<file path="src/rtl/lfsr_sequencer.sv">
// 8-bit maximal-length Fibonacci LFSR pattern generator with prescaled stepping,
// burst counting and a valid/ready output handshake.
module lfsr_sequencer #(
    parameter int PRESCALE_WIDTH = 22,
    parameter int COUNT_WIDTH    = 8
) (
    input  logic                   CLK,
    input  logic                   RESETN,
    input  logic                   LOAD,
    input  logic [7:0]             SEED,
    input  logic                   START,
    input  logic [COUNT_WIDTH-1:0] COUNT,
    input  logic                   STOP,
    input  logic                   READY,
    output logic [7:0]             O,
    output logic                   VALID,
    output logic                   BUSY,
    output logic                   DONE
);

    typedef enum logic [1:0] {
        ST_IDLE     = 2'd0,
        ST_COUNTING = 2'd1,
        ST_PRESENT  = 2'd2
    } state_t;

    localparam logic [COUNT_WIDTH-1:0]    REM_ONE   = COUNT_WIDTH'(1);
    localparam logic [COUNT_WIDTH-1:0]    REM_ZERO  = COUNT_WIDTH'(0);
    localparam logic [PRESCALE_WIDTH-1:0] PRE_ZERO  = PRESCALE_WIDTH'(0);
    localparam logic [PRESCALE_WIDTH-1:0] PRE_ONE   = PRESCALE_WIDTH'(1);

    // Polynomial x^8+x^6+x^5+x^4+1; the all-zero state is never entered.
    function automatic logic [7:0] lfsr_step(input logic [7:0] v);
        return {v[6:0], v[7] ^ v[5] ^ v[4] ^ v[3]};
    endfunction

    function automatic logic [7:0] seed_fix(input logic [7:0] v);
        return (v == 8'h00) ? 8'h01 : v;
    endfunction

    state_t                  state_r, state_next_s;
    logic [7:0]              word_r, word_next_s;
    logic                    valid_r, valid_next_s;
    logic                    busy_r;
    logic                    done_r, done_next_s;
    logic [PRESCALE_WIDTH-1:0] presc_r, presc_next_s, presc_inc_s;
    logic [COUNT_WIDTH-1:0]  remaining_r, remaining_next_s;
    logic                    tick_s;
    logic                    abort_s;

    assign presc_inc_s = presc_r + PRE_ONE;
    assign tick_s      = &presc_r;
    assign abort_s     = LOAD || (STOP && (state_r != ST_IDLE));

    // Next-state, datapath and handshake decisions; abort paths take priority.
    always_comb begin
        state_next_s     = state_r;
        word_next_s      = word_r;
        valid_next_s     = valid_r;
        done_next_s      = 1'b0;
        presc_next_s     = presc_r;
        remaining_next_s = remaining_r;

        if (abort_s) begin
            state_next_s = ST_IDLE;
            valid_next_s = 1'b0;
            if (LOAD) begin
                word_next_s = seed_fix(SEED);
            end else begin
                word_next_s = word_r;
            end
        end else begin
            case (state_r)
                ST_IDLE: begin
                    valid_next_s = 1'b0;
                    if (START) begin
                        state_next_s     = ST_COUNTING;
                        remaining_next_s = COUNT;
                        presc_next_s     = PRE_ZERO;
                    end else begin
                        state_next_s = ST_IDLE;
                    end
                end
                ST_COUNTING: begin
                    presc_next_s = presc_inc_s;
                    if (tick_s) begin
                        word_next_s  = lfsr_step(word_r);
                        valid_next_s = 1'b1;
                        state_next_s = ST_PRESENT;
                    end else begin
                        valid_next_s = 1'b0;
                    end
                end
                ST_PRESENT: begin
                    if (valid_r && READY) begin
                        presc_next_s = presc_inc_s;
                        if (remaining_r == REM_ONE) begin
                            // Last word of a counted burst: finish without stepping.
                            state_next_s = ST_IDLE;
                            valid_next_s = 1'b0;
                            done_next_s  = 1'b1;
                        end else begin
                            if (remaining_r != REM_ZERO) begin
                                remaining_next_s = remaining_r - REM_ONE;
                            end else begin
                                remaining_next_s = remaining_r;
                            end
                            if (tick_s) begin
                                word_next_s  = lfsr_step(word_r);
                                valid_next_s = 1'b1;
                            end else begin
                                valid_next_s = 1'b0;
                                state_next_s = ST_COUNTING;
                            end
                        end
                    end else begin
                        presc_next_s = presc_r;
                    end
                end
                default: begin
                    state_next_s = ST_IDLE;
                    valid_next_s = 1'b0;
                end
            endcase
        end
    end

    // State and output registers with synchronous active-low reset.
    always_ff @(posedge CLK) begin
        if (!RESETN) begin
            state_r     <= ST_IDLE;
            word_r      <= 8'h01;
            valid_r     <= 1'b0;
            busy_r      <= 1'b0;
            done_r      <= 1'b0;
            presc_r     <= PRE_ZERO;
            remaining_r <= REM_ZERO;
        end else begin
            state_r     <= state_next_s;
            word_r      <= word_next_s;
            valid_r     <= valid_next_s;
            busy_r      <= (state_next_s != ST_IDLE);
            done_r      <= done_next_s;
            presc_r     <= presc_next_s;
            remaining_r <= remaining_next_s;
        end
    end

    assign O     = word_r;
    assign VALID = valid_r;
    assign BUSY  = busy_r;
    assign DONE  = done_r;

endmodule

</file>
<file path="config.mk">
export PLATFORM = sky130hd
export DESIGN_NAME = lfsr_sequencer
export DESIGN_NICKNAME = d
export VERILOG_FILES = /design/src/rtl/lfsr_sequencer.sv
export SDC_FILE = /design/constraint.sdc
export NUM_CORES = 1
export LEC_CHECK = 0
export ABC_AREA = 1
export CAP_MARGIN = 20
export CORE_MARGIN = 2
export CORE_UTILIZATION = 35
export DETAILED_ROUTE_END_ITERATION = 8
export GPL_TIMING_DRIVEN = 0
export RECOVER_POWER = 25
export SETUP_SLACK_MARGIN = 0.05
export SLEW_MARGIN = 20
export SYNTH_ARGS = -nofsm -noshare
export SYNTH_HDL_FRONTEND = slang
export SYNTH_SLANG_ARGS = --single-unit
</file>
<file path="constraint.sdc">
create_clock -name CLK -period 1.6 [get_ports CLK]
set_input_delay 0.32 -clock CLK [delete_from_list [all_inputs] [get_ports CLK]]
set_output_delay 0.32 -clock CLK [all_outputs]
set_load 0.005 [all_outputs]
</file>
==> results_dict.tcl, run 1 <==
set metrics [dict create \
    postSynth.asyncResetShare_pct 0 \
    synth_top_area_share_pct 32.9 \
    syn_to_final_growth_pct 40.7 \
    fin_setup_tns_ps -33.0 \
    cp_cell_sequence "inv_4, ha_4, inv_4, nand2_4, buf_4, nand2_2, a21oi_4, nand3_4, nand2_4, nand2_1, a21oi_2" \
    power_frac_seq_pct 46.2 \
    drt.antenna.violating_nets 0 \
    cts-root-buf "clkbuf_8" \
    numCtsBuffers 5 \
    crit_family "simple AND/OR/NAND/NOR gates" \
    portBuffers 32 \
    hold_buffers 0 \
    dr.pass1.iters 4 \
    irDropWorstVdd_mv 0.309 \
    avgRoutedWirePerCell_um 12.2 \
    period_share_pct 102 \
    p_leak_uw 0.00158 \
    syn_area_um2 2620 \
    core_um2 7250 \
    gp_congestion 0.842 \
    die_h_um 90.5 \
    cp_max_fo 8 \
    cap_viol_max_count 0 \
    internal_power_uw 1770 \
    hp-class "in2reg" \
    cp-end-kind "flop" \
    worst_pin_slew_ps 551 \
    layout_common_cells "105 x nand2_1, 47 x inv_1, 45 x nor2_1" \
    ys_warn_count 0 \
    cp_data_arrival_time_ps 1870 \
    clk_pin_slew_ps 90 \
    p_sw_uw 681 \
    p_per_area_nw_per_um2 665 \
    synth-edff-count 0 \
    synth_ff_type "dfxtp_1" \
    synth-seq-cells 43 \
    nFillCells 757 \
    cp_slowest_cell "dfxtp_4" \
    grt_max_degree 15 \
    combPwrFrac_pct 17.8 \
    rsz0062_at_grt "true" \
    multi_input_area_um2 1740 \
    antenna_cells 0 \
    hpwl_mm 4.61 \
    clkPwrFrac_pct 36.0 \
    die_w_um 90.5 \
    nets 506 \
    clk_latency_ps 310 \
    rows 31 \
    synth_seq_area_share_pct 32.9 \
    utilization_pct 50.8 \
    cts_buffer_depth 2 \
    antenna_found_initial 0 \
    drc_errors 0 \
    cp_data_required_time_ps 1840 \
    cts_sinks 43 \
    fmax_mhz 615 \
    start_kind "flop" \
    slowest_delay_ps 370 \
    ios 33 \
    seqCellArea_um2 881 \
    synth.area.top_cells "dfxtp_1 33%, nand2_1 17%, nor2_1 7.9%" \
    switching_share_pct 27.8 \
    vias 2746 \
    drt_wl_total_mm 7.03 \
    status "finished with violations" \
    violations "negative setup slack" \
    cts_tree "done" \
    track_usage_pct 17.1 \
    setup-violations-final 2 \
    relSlewSlack_pct 63.3 \
    avgSynthCellArea_um2 6.38 \
    drive_gt1_share_pct 24.9 \
    fin_skew_ps 11.8 \
    layout_min_cycle_time_ps 1630 \
    final_common_cell "nand2_1" \
    yosys.cell_types.count 35 \
    ctsHtreeMaxLevel 2 \
    overflow 0 \
    grt_pass1_vias 2586 \
    initialDrtViolationCount 85 \
    syn_nets 440 \
    postSynthCellCount 410 \
    synth_top_area_cell "dfxtp_1" \
    via_per_inst 4.77 \
    setup_ws_ps -27.3 \
    critical_path_class "reg2reg" \
    grt_pass1_wl_mm 11.7 \
    maxSlewViolCount 0 \
    start_util_pct 36.1 \
    worst-path-buf-inv 3 \
    finalHoldViolCount 0 \
    die-area_um2 8180 \
]
==> cells in the mapped netlist, drive strengths merged (2+ instances only) <==
cell type and instances:
nand2 127, nor2 59, inv 54, dfxtp 43, nand3 37, a21oi 29
o21ai 19, nor3 10, ha 8, buf 5, nand4 5, clkbuf 3
a31oi 2
==> tightest hold or removal path, stage by stage <==
cell            delay (ps)
dlymetal6s2s_1         130
nand2_2                120
nor3_2                  60
==> power by group through the flow <==
stage	combinational [uW]	sequential [uW]	clock, uW
global route	485	1140	947
floorplan	227	1150	0
finish	437	1130	881
CTS	405	1130	914
detailed placement	364	1150	0
global placement	361	1150	0
==> per-stage QoR <==
step | hold WS, ps | instance area, um2 | total power, uW | std cells | worst slack (ps)
4_1_cts | 491 | 3490 | 2450 | 567 | -18.8
3_5_place_dp | 474 | 3110 | 1520 | 541 | -606
3_3_place_gp | 460 | 3110 | 1510 | 541 | -593
2_1_floorplan | 404 | 2660 | 1380 | 410 | 9.42
6_report | 346 | 3680 | 2450 | 576 | -27.3
5_1_grt | 354 | 3680 | 2570 | 576 | -134
==> area by class of cell <==
cell class	instances	share of cell area, %
buffer	8	1.97
clock buffer	5	1.87
clock inverter	3	1.19
inverter	54	5.91
multi-input combinational	306	47.1
sequential	43	23.9
tap	99	3.36
timing repair buffer	58	14.6
==> sequential cells by signal, summed over array words and instances, names as in the netlist <==
| signal | count |
|---|---|
| presc_r | 22 |
| O | 8 |
| remaining_r | 8 |
| state_r | 2 |
| BUSY | 1 |
| DONE | 1 |
| VALID | 1 |
==> final timing paths <==
path / start / end / slack [ps] / cells past startpoint
worst min-delay path: READY / DONE / 350 / 3
worst min register to register: presc_r[10] / presc_r[10] / 460 / 1
worst max register to register: state_r[1] / O[2] / -30 / 11
worst max-delay path: state_r[1] / O[2] / -30 / 11
==> layer usage <==
| metal | global-route usage, % | up-vias | wire length (um) |
|---|---|---|---|
| met4 | 6.41 | 0 | 133 |
| met3 | 4.42 | 11 | 327 |
| li1 | - | 1442 | - |
| met2 | 28.4 | 52 | 3290 |
| met1 | 21.3 | 1241 | 3290 |
| met5 | 0 | - | 0 |
==> repair_timing <==
action,4_1_cts,5_1_grt
endpoints found under the setup margin,45,47
setup buffers,17,7
resized for setup,41,46
gates cloned,1,2
pin swaps,16,15
==> logic make-up (layout without fill, tap and decap cells) <==
| kind of cell | Yosys count | in the layout | synth area share (%) |
|---|---|---|---|
| and+or+nand+nor | 241 | 242 | 41.8 |
| buffers and inverters | 62 | 128 | 9.56 |
| AOI/OAI and AO/OA | 53 | 53 | 10.8 |
| DFF | 43 | 43 | 32.9 |
| adders and majority gates | 8 | 8 | 3.83 |
| xor gates and xnor gates | 2 | 2 | 0.670 |
| muxes | 1 | 1 | 0.383 |
Note: power is estimated with default switching activity, not from simulation.
==> run 2, diff against run 1 <==
--- a/config.mk
+++ b/config.mk
@@ -8,9 +8,10 @@
 export ABC_AREA = 1
 export CAP_MARGIN = 20
 export CORE_MARGIN = 2
-export CORE_UTILIZATION = 35
+export CORE_UTILIZATION = 50
 export DETAILED_ROUTE_END_ITERATION = 8
 export GPL_TIMING_DRIVEN = 0
+export PLACE_DENSITY = 0.76
 export RECOVER_POWER = 25
 export SETUP_SLACK_MARGIN = 0.05
 export SLEW_MARGIN = 20
==> results_dict.tcl, run 2 (synthesis results as in run 1) <==
set metrics [dict create \
    rsz0062_at_grt "true" \
    fin_area_um2 3790 \
    status "finished with violations" \
    combPwrFrac_pct 21.7 \
    r2r_setup_slack_ps -130 \
    drt.antenna.violating_nets 0 \
    irDropWorstVdd_mv 0.537 \
    dr.pass1.iters 6 \
    avgRoutedWirePerCell_um 14.7 \
    cp_data_required_time_ps 1820 \
    nets 508 \
    core_um2 5070 \
    internal_power_uw 1610 \
    grt_max_degree 12 \
    p_leak_uw 0.00156 \
    r2r-start "state_r[1]" \
    multi_input_area_um2 1870 \
    vias 2965 \
    overflow 0 \
    syn_to_final_growth_pct 44.7 \
    switching_share_pct 29.3 \
    layout_min_cycle_time_ps 1730 \
    cp_cell_sequence "inv_4, ha_4, inv_2, nand2_4, nand2_4, nor3_4, buf_12, a21oi_4, buf_6, o21ai_2, a21oi_1" \
    setup-violations-final 32 \
    clk_latency_ps 310 \
    reg2reg_depth 11 \
    antenna_found_initial 0 \
    period_share_pct 108 \
    r2r_end "presc_r[10]" \
    power_frac_seq_pct 49.5 \
    cts_buffer_depth 2 \
    fin_setup_tns_ps -1610 \
    worst_pin_slew_ps 537 \
    seqCellArea_um2 883 \
    slowest_delay_ps 380 \
    violations "negative setup slack" \
    start_kind "flop" \
    ctsHtreeMaxLevel 2 \
    p_sw_uw 671 \
    nFillCells 398 \
    relSlewSlack_pct 64.2 \
    dp.cells 512 \
    die_h_um 76.3 \
    hold_end "presc_r[4]" \
    cts_sinks 43 \
    clkPwrFrac_pct 28.8 \
    cp_slowest_cell "dfxtp_4" \
    hp-class "reg2reg" \
    finalHoldViolCount 0 \
    layout_common_cells "98 x nand2_1, 45 x inv_1, 45 x nor2_1" \
    hpwl_mm 4.65 \
    instances_no_fill 547 \
    initialDrtViolationCount 162 \
    maxSlewViolCount 0 \
    grt_pass1_vias 2684 \
    cts-root-buf "clkbuf_8" \
    die-area_um2 5830 \
    cp_common_cell "nand2_4" \
    worstHoldStart "presc_r[4]" \
    track_usage_pct 25.0 \
    ios 33 \
    drive_gt1_share_pct 29.8 \
    cp_data_arrival_time_ps 1940 \
    crit_family "compound AO/OA/AOI/OAI gates" \
    top_register "presc_r" \
    drc_errors 0 \
    setup_ws_ps -129 \
    p_per_area_nw_per_um2 604 \
    via_per_inst 5.42 \
    start_util_pct 51.6 \
    clk_pin_slew_ps 70 \
    hold_buffers 0 \
    worst-path-buf-inv 4 \
    min_path_cells 1 \
    rows 26 \
    largest_reg_flops 22 \
    pre_cts_slack_ps -603 \
    cts_tree "done" \
    antenna_cells 0 \
    fin_skew_ps 9.61 \
    final_common_cell "nand2_1" \
    grt_pass1_wl_mm 12.0 \
    cp_max_fo 5 \
    gp_congestion 0.873 \
    fmax_mhz 579 \
    placed_cell_area_um2 3070 \
    cp-end-kind "flop" \
    drt_wl_total_mm 8.01 \
    numCtsBuffers 5 \
    cap_viol_max_count 0 \
    critical_path_class "reg2reg" \
    portBuffers 32 \
    die_w_um 76.3 \
]
==> run 2: how the worst max path moves through the flow <==
stage,startpoint,end,slack [ps],cells after the start
finish,state_r[1],presc_r[10],-130,11
CTS,state_r[0],presc_r[17],-40,13
floorplan,state_r[0],presc_r[20],9,10
detailed placement,READY,presc_r[20],-600,10
global placement,READY,presc_r[20],-580,10
global route,state_r[1],presc_r[21],-190,11
==> run 2: layout make-up <==
type / count / area share [%]
repair buffers: 61 / 15.7
flip-flops and latches: 43 / 23.3
clock buffers: 6 / 1.92
plain buffers: 7 / 1.72
inverters: 54 / 5.75
well taps: 70 / 2.31
multi-input cells: 306 / 49.3
==> run 2: worst reg2reg max path, stage by stage, from the launching register on <==
cell	delay (ps)
dfxtp_4	380
inv_4	50
ha_4	170
inv_2	60
nand2_4	50
nand2_4	100
nor3_4	70
buf_12	150
a21oi_4	220
buf_6	180
o21ai_2	60
a21oi_1	160
==> run 2: repair_timing <==
| action | 4_1_cts | 5_1_grt |
|---|---|---|
| gates cloned | 3 | 2 |
| setup buffers | 17 | 10 |
| endpoints found under the hold margin | 0 | 0 |
| pin swaps | 22 | 26 |
| endpoints found under the setup margin | 41 | 48 |
| resized for setup | 50 | 73 |
==> run 2: routing by layer <==
metal | track usage, % | routed length [um]
met1 | 30.4 | 3170
met2 | 46.0 | 4180
met3 | 4.62 | 480
met4 | 5.09 | 182
met5 | 0 | 0
==> run 2: power groups by stage <==
stage               Sequential [uW]  Clock (uW)  Combinational [uW]
floorplan                      1150           0                 227
global placement               1150           0                 352
detailed placement             1150           0                 361
CTS                            1130         650                 424
global route                   1130         702                 539
finish                         1130         658                 497
==> run 2: stage by stage <==
step | hold slack [ps] | power [uW] | util (%)
6_report | 476 | 2290 | 74.6
5_1_grt | 504 | 2370 | 74.6
4_1_cts | 495 | 2200 | 69.1
3_5_place_dp | 486 | 1510 | 60.5
3_3_place_gp | 462 | 1500 | 60.5
2_1_floorplan | 404 | 1380 | -
==> run 3, diff against run 2 <==
--- a/config.mk
+++ b/config.mk
@@ -5,10 +5,9 @@
 export SDC_FILE = /design/constraint.sdc
 export NUM_CORES = 1
 export LEC_CHECK = 0
-export ABC_AREA = 1
 export CAP_MARGIN = 20
 export CORE_MARGIN = 2
-export CORE_UTILIZATION = 50
+export CORE_UTILIZATION = 49
 export DETAILED_ROUTE_END_ITERATION = 8
 export GPL_TIMING_DRIVEN = 0
 export PLACE_DENSITY = 0.76
==> results_dict.tcl, run 3 <==
set metrics [dict create \
    status "finished with violations" \
    violations "negative setup slack" \
    syn_area_um2 2370 \
    worst_hold_slack_ps 465 \
    synth.area.top_cells "dfxtp_1 36%, xor2_1 6.3%, ha_1 4.2%" \
    synth_top_area_cell "dfxtp_1" \
    nets 382 \
    largest_reg_flops 22 \
    ctsHtreeMaxLevel 2 \
    internal_power_uw 1680 \
    synth_ff_type "dfxtp_1" \
    syn_to_final_growth_pct 52.7 \
    postSynthCellCount 280 \
    grt_pass1_wl_mm 10.0 \
    vias 2402 \
    slowest_delay_ps 540 \
    instances_no_fill 407 \
    cp_cell_sequence "or4_4, or4b_4, a31o_4, a211oi_1, a211oi_2" \
    drc_errors 0 \
    dp.cells 366 \
    avgRoutedWirePerCell_um 17.5 \
    cp_max_fo 5 \
    synth-edff-count 0 \
    relSlewSlack_pct 61.6 \
    critical_path_class "reg2reg" \
    drt.antenna.violating_nets 0 \
    switching_share_pct 28.5 \
    layout_common_cells "34 x dfxtp_1, 30 x clkdlybuf4s50_1, 24 x buf_4" \
    die_w_um 73.5 \
    setup_ws_ps -607 \
    cts_buffer_depth 2 \
    power_frac_seq_pct 48.0 \
    track_usage_pct 23.5 \
    cp_data_required_time_ps 1770 \
    combPwrFrac_pct 21.8 \
    grt_busiest_layer "met2" \
    dr.pass1.iters 4 \
    die_h_um 73.5 \
    ys_warn_count 0 \
    synth_top_area_share_pct 36.3 \
    overflow 0 \
    numCtsBuffers 5 \
    layout_min_cycle_time_ps 2210 \
    fin_skew_ps 8.37 \
    yosys-top-cells-count "43 x dfxtp_1, 26 x nor2_1, 21 x nand2_1" \
    antenna_found_initial 0 \
    synth.most_common_cell "dfxtp_1" \
    fin_setup_tns_ps -19670 \
    portBuffers 32 \
    fin_total_pwr_uw 2360 \
    seqCellArea_um2 880 \
    rows 25 \
    clk_latency_ps 310 \
    hpwl_mm 3.87 \
    p_leak_uw 0.00132 \
    nFillCells 308 \
    gp_congestion 0.861 \
    cap_viol_max_count 0 \
    core_um2 4690 \
    maxSlewViolCount 0 \
    top_register "presc_r" \
    cp-end-kind "flop" \
    antenna_cells 0 \
    cts_tree "done" \
    finalHoldViolCount 0 \
    die-area_um2 5410 \
    cts_sinks 43 \
    multi_input_area_um2 1800 \
    rsz0062_at_grt "true" \
    period_share_pct 138 \
    grtUsageMet2_pct 41.2 \
    cp_slowest_cell "or4_4" \
    syn_nets 310 \
    placed_cell_area_um2 2850 \
    grt_max_degree 14 \
    final_common_cell "dfxtp_1" \
    fin_area_um2 3620 \
    hp-class "reg2reg" \
    avgSynthCellArea_um2 8.46 \
    clkPwrFrac_pct 30.2 \
    p_per_area_nw_per_um2 651 \
    clk_pin_slew_ps 80 \
    postSynth.asyncResetShare_pct 0 \
    r2r_setup_slack_ps -610 \
    drt_wl_total_mm 7.10 \
    setup-violations-final 43 \
    ios 33 \
    synth_seq_area_share_pct 36.3 \
    start_util_pct 50.5 \
    via_per_inst 5.90 \
    fmax_mhz 453 \
    irDropWorstVdd_mv 0.450 \
    synth-seq-cells 43 \
    initialDrtViolationCount 171 \
    cp_data_arrival_time_ps 2380 \
    worst_pin_slew_ps 576 \
    start_kind "flop" \
    grt_use_met1_pct 28.5 \
    grtUsageMet3_pct 4.12 \
    grt_pass1_vias 2194 \
    cts-root-buf "clkbuf_8" \
    p_sw_uw 672 \
    yosys.cell_types.count 46 \
    drive_gt1_share_pct 35.4 \
]
## run 3: cell count changes in the layout (fill, tap and decap cells not counted), sizes merged, moves of 6 or more
cell    delta
a211oi     +6
a21oi     -13
and3       +6
buf        +9
inv       -45
mux2i      +8
nand2    -106
nand3     -31
nand4      +6
nor2      -33
or3        +9
xor2      +16
## run 3: power by group through the flow
stage / logic, uW / registers (uW) / clock network, uW
after detailed placement: 343 / 1160 / 0
after global routing: 548 / 1140 / 755
after CTS: 420 / 1130 / 708
final: 513 / 1130 / 711
after floorplan: 208 / 1150 / 0
after global placement: 338 / 1160 / 0
## run 3: routing by layer
layer / wire length, um / vias to the layer above
met5: 0 / -
met4: 156 / 0
met3: 248 / 15
met2: 3770 / 62
met1: 2930 / 1184
li1: - / 1141
## run 3: repair_timing
item / in CTS / in global routing
gates cloned: 2 / 0
hold buffers: 0 / 0
pin swaps: 15 / 33
setup endpoints to repair: 46 / 46
gates resized for setup: 49 / 64
buffers inserted: 14 / 21
## run 3: path summary, 6_finish.rpt
path / start / end / cells past startpoint
max: remaining_r[7] / O[4] / 5
min: remaining_r[1] / remaining_r[1] / 2
max reg2reg: remaining_r[7] / O[4] / 5
min reg2reg: remaining_r[1] / remaining_r[1] / 2
## run 3: final cells by class
class | instances | share of cell area [%]
inverters | 9 | 1.07
repair buffers | 68 | 17.8
plain buffers | 11 | 2.77
clock buffers | 6 | 2.01
multi-input cells | 214 | 49.8
clock inverters | 2 | 0.346
flip-flops and latches | 43 | 24.3
well taps | 54 | 1.87
## run 3: through the flow
| stage | setup slack, ps | utilization [%] |
|---|---|---|
| 2_1_floorplan | -566 | - |
| 3_3_place_gp | -820 | 60.7 |
| 4_1_cts | -633 | 68.9 |
| 6_report | -607 | 77.1 |
| 5_1_grt | -651 | 77.1 |
| 3_5_place_dp | -890 | 60.7 |
## run 3: logic make-up after synthesis
logic type,share of synthesized area [%]
XOR/XNOR,7.40
buffers and inverters,3.75
AO/OA/AOI/OAI,17.4
AND/OR/NAND/NOR,24.7
multiplexers,6.18
adder cells (fa/ha/maj),4.23
flip-flops,36.3
## run 3: worst max-delay path, delay by kind of cell (launching register included)
kind / cells / cell delay (ps)
AOI/OAI and AO/OA: 3 / 670
DFF: 1 / 330
and+or+nand+nor: 2 / 1080
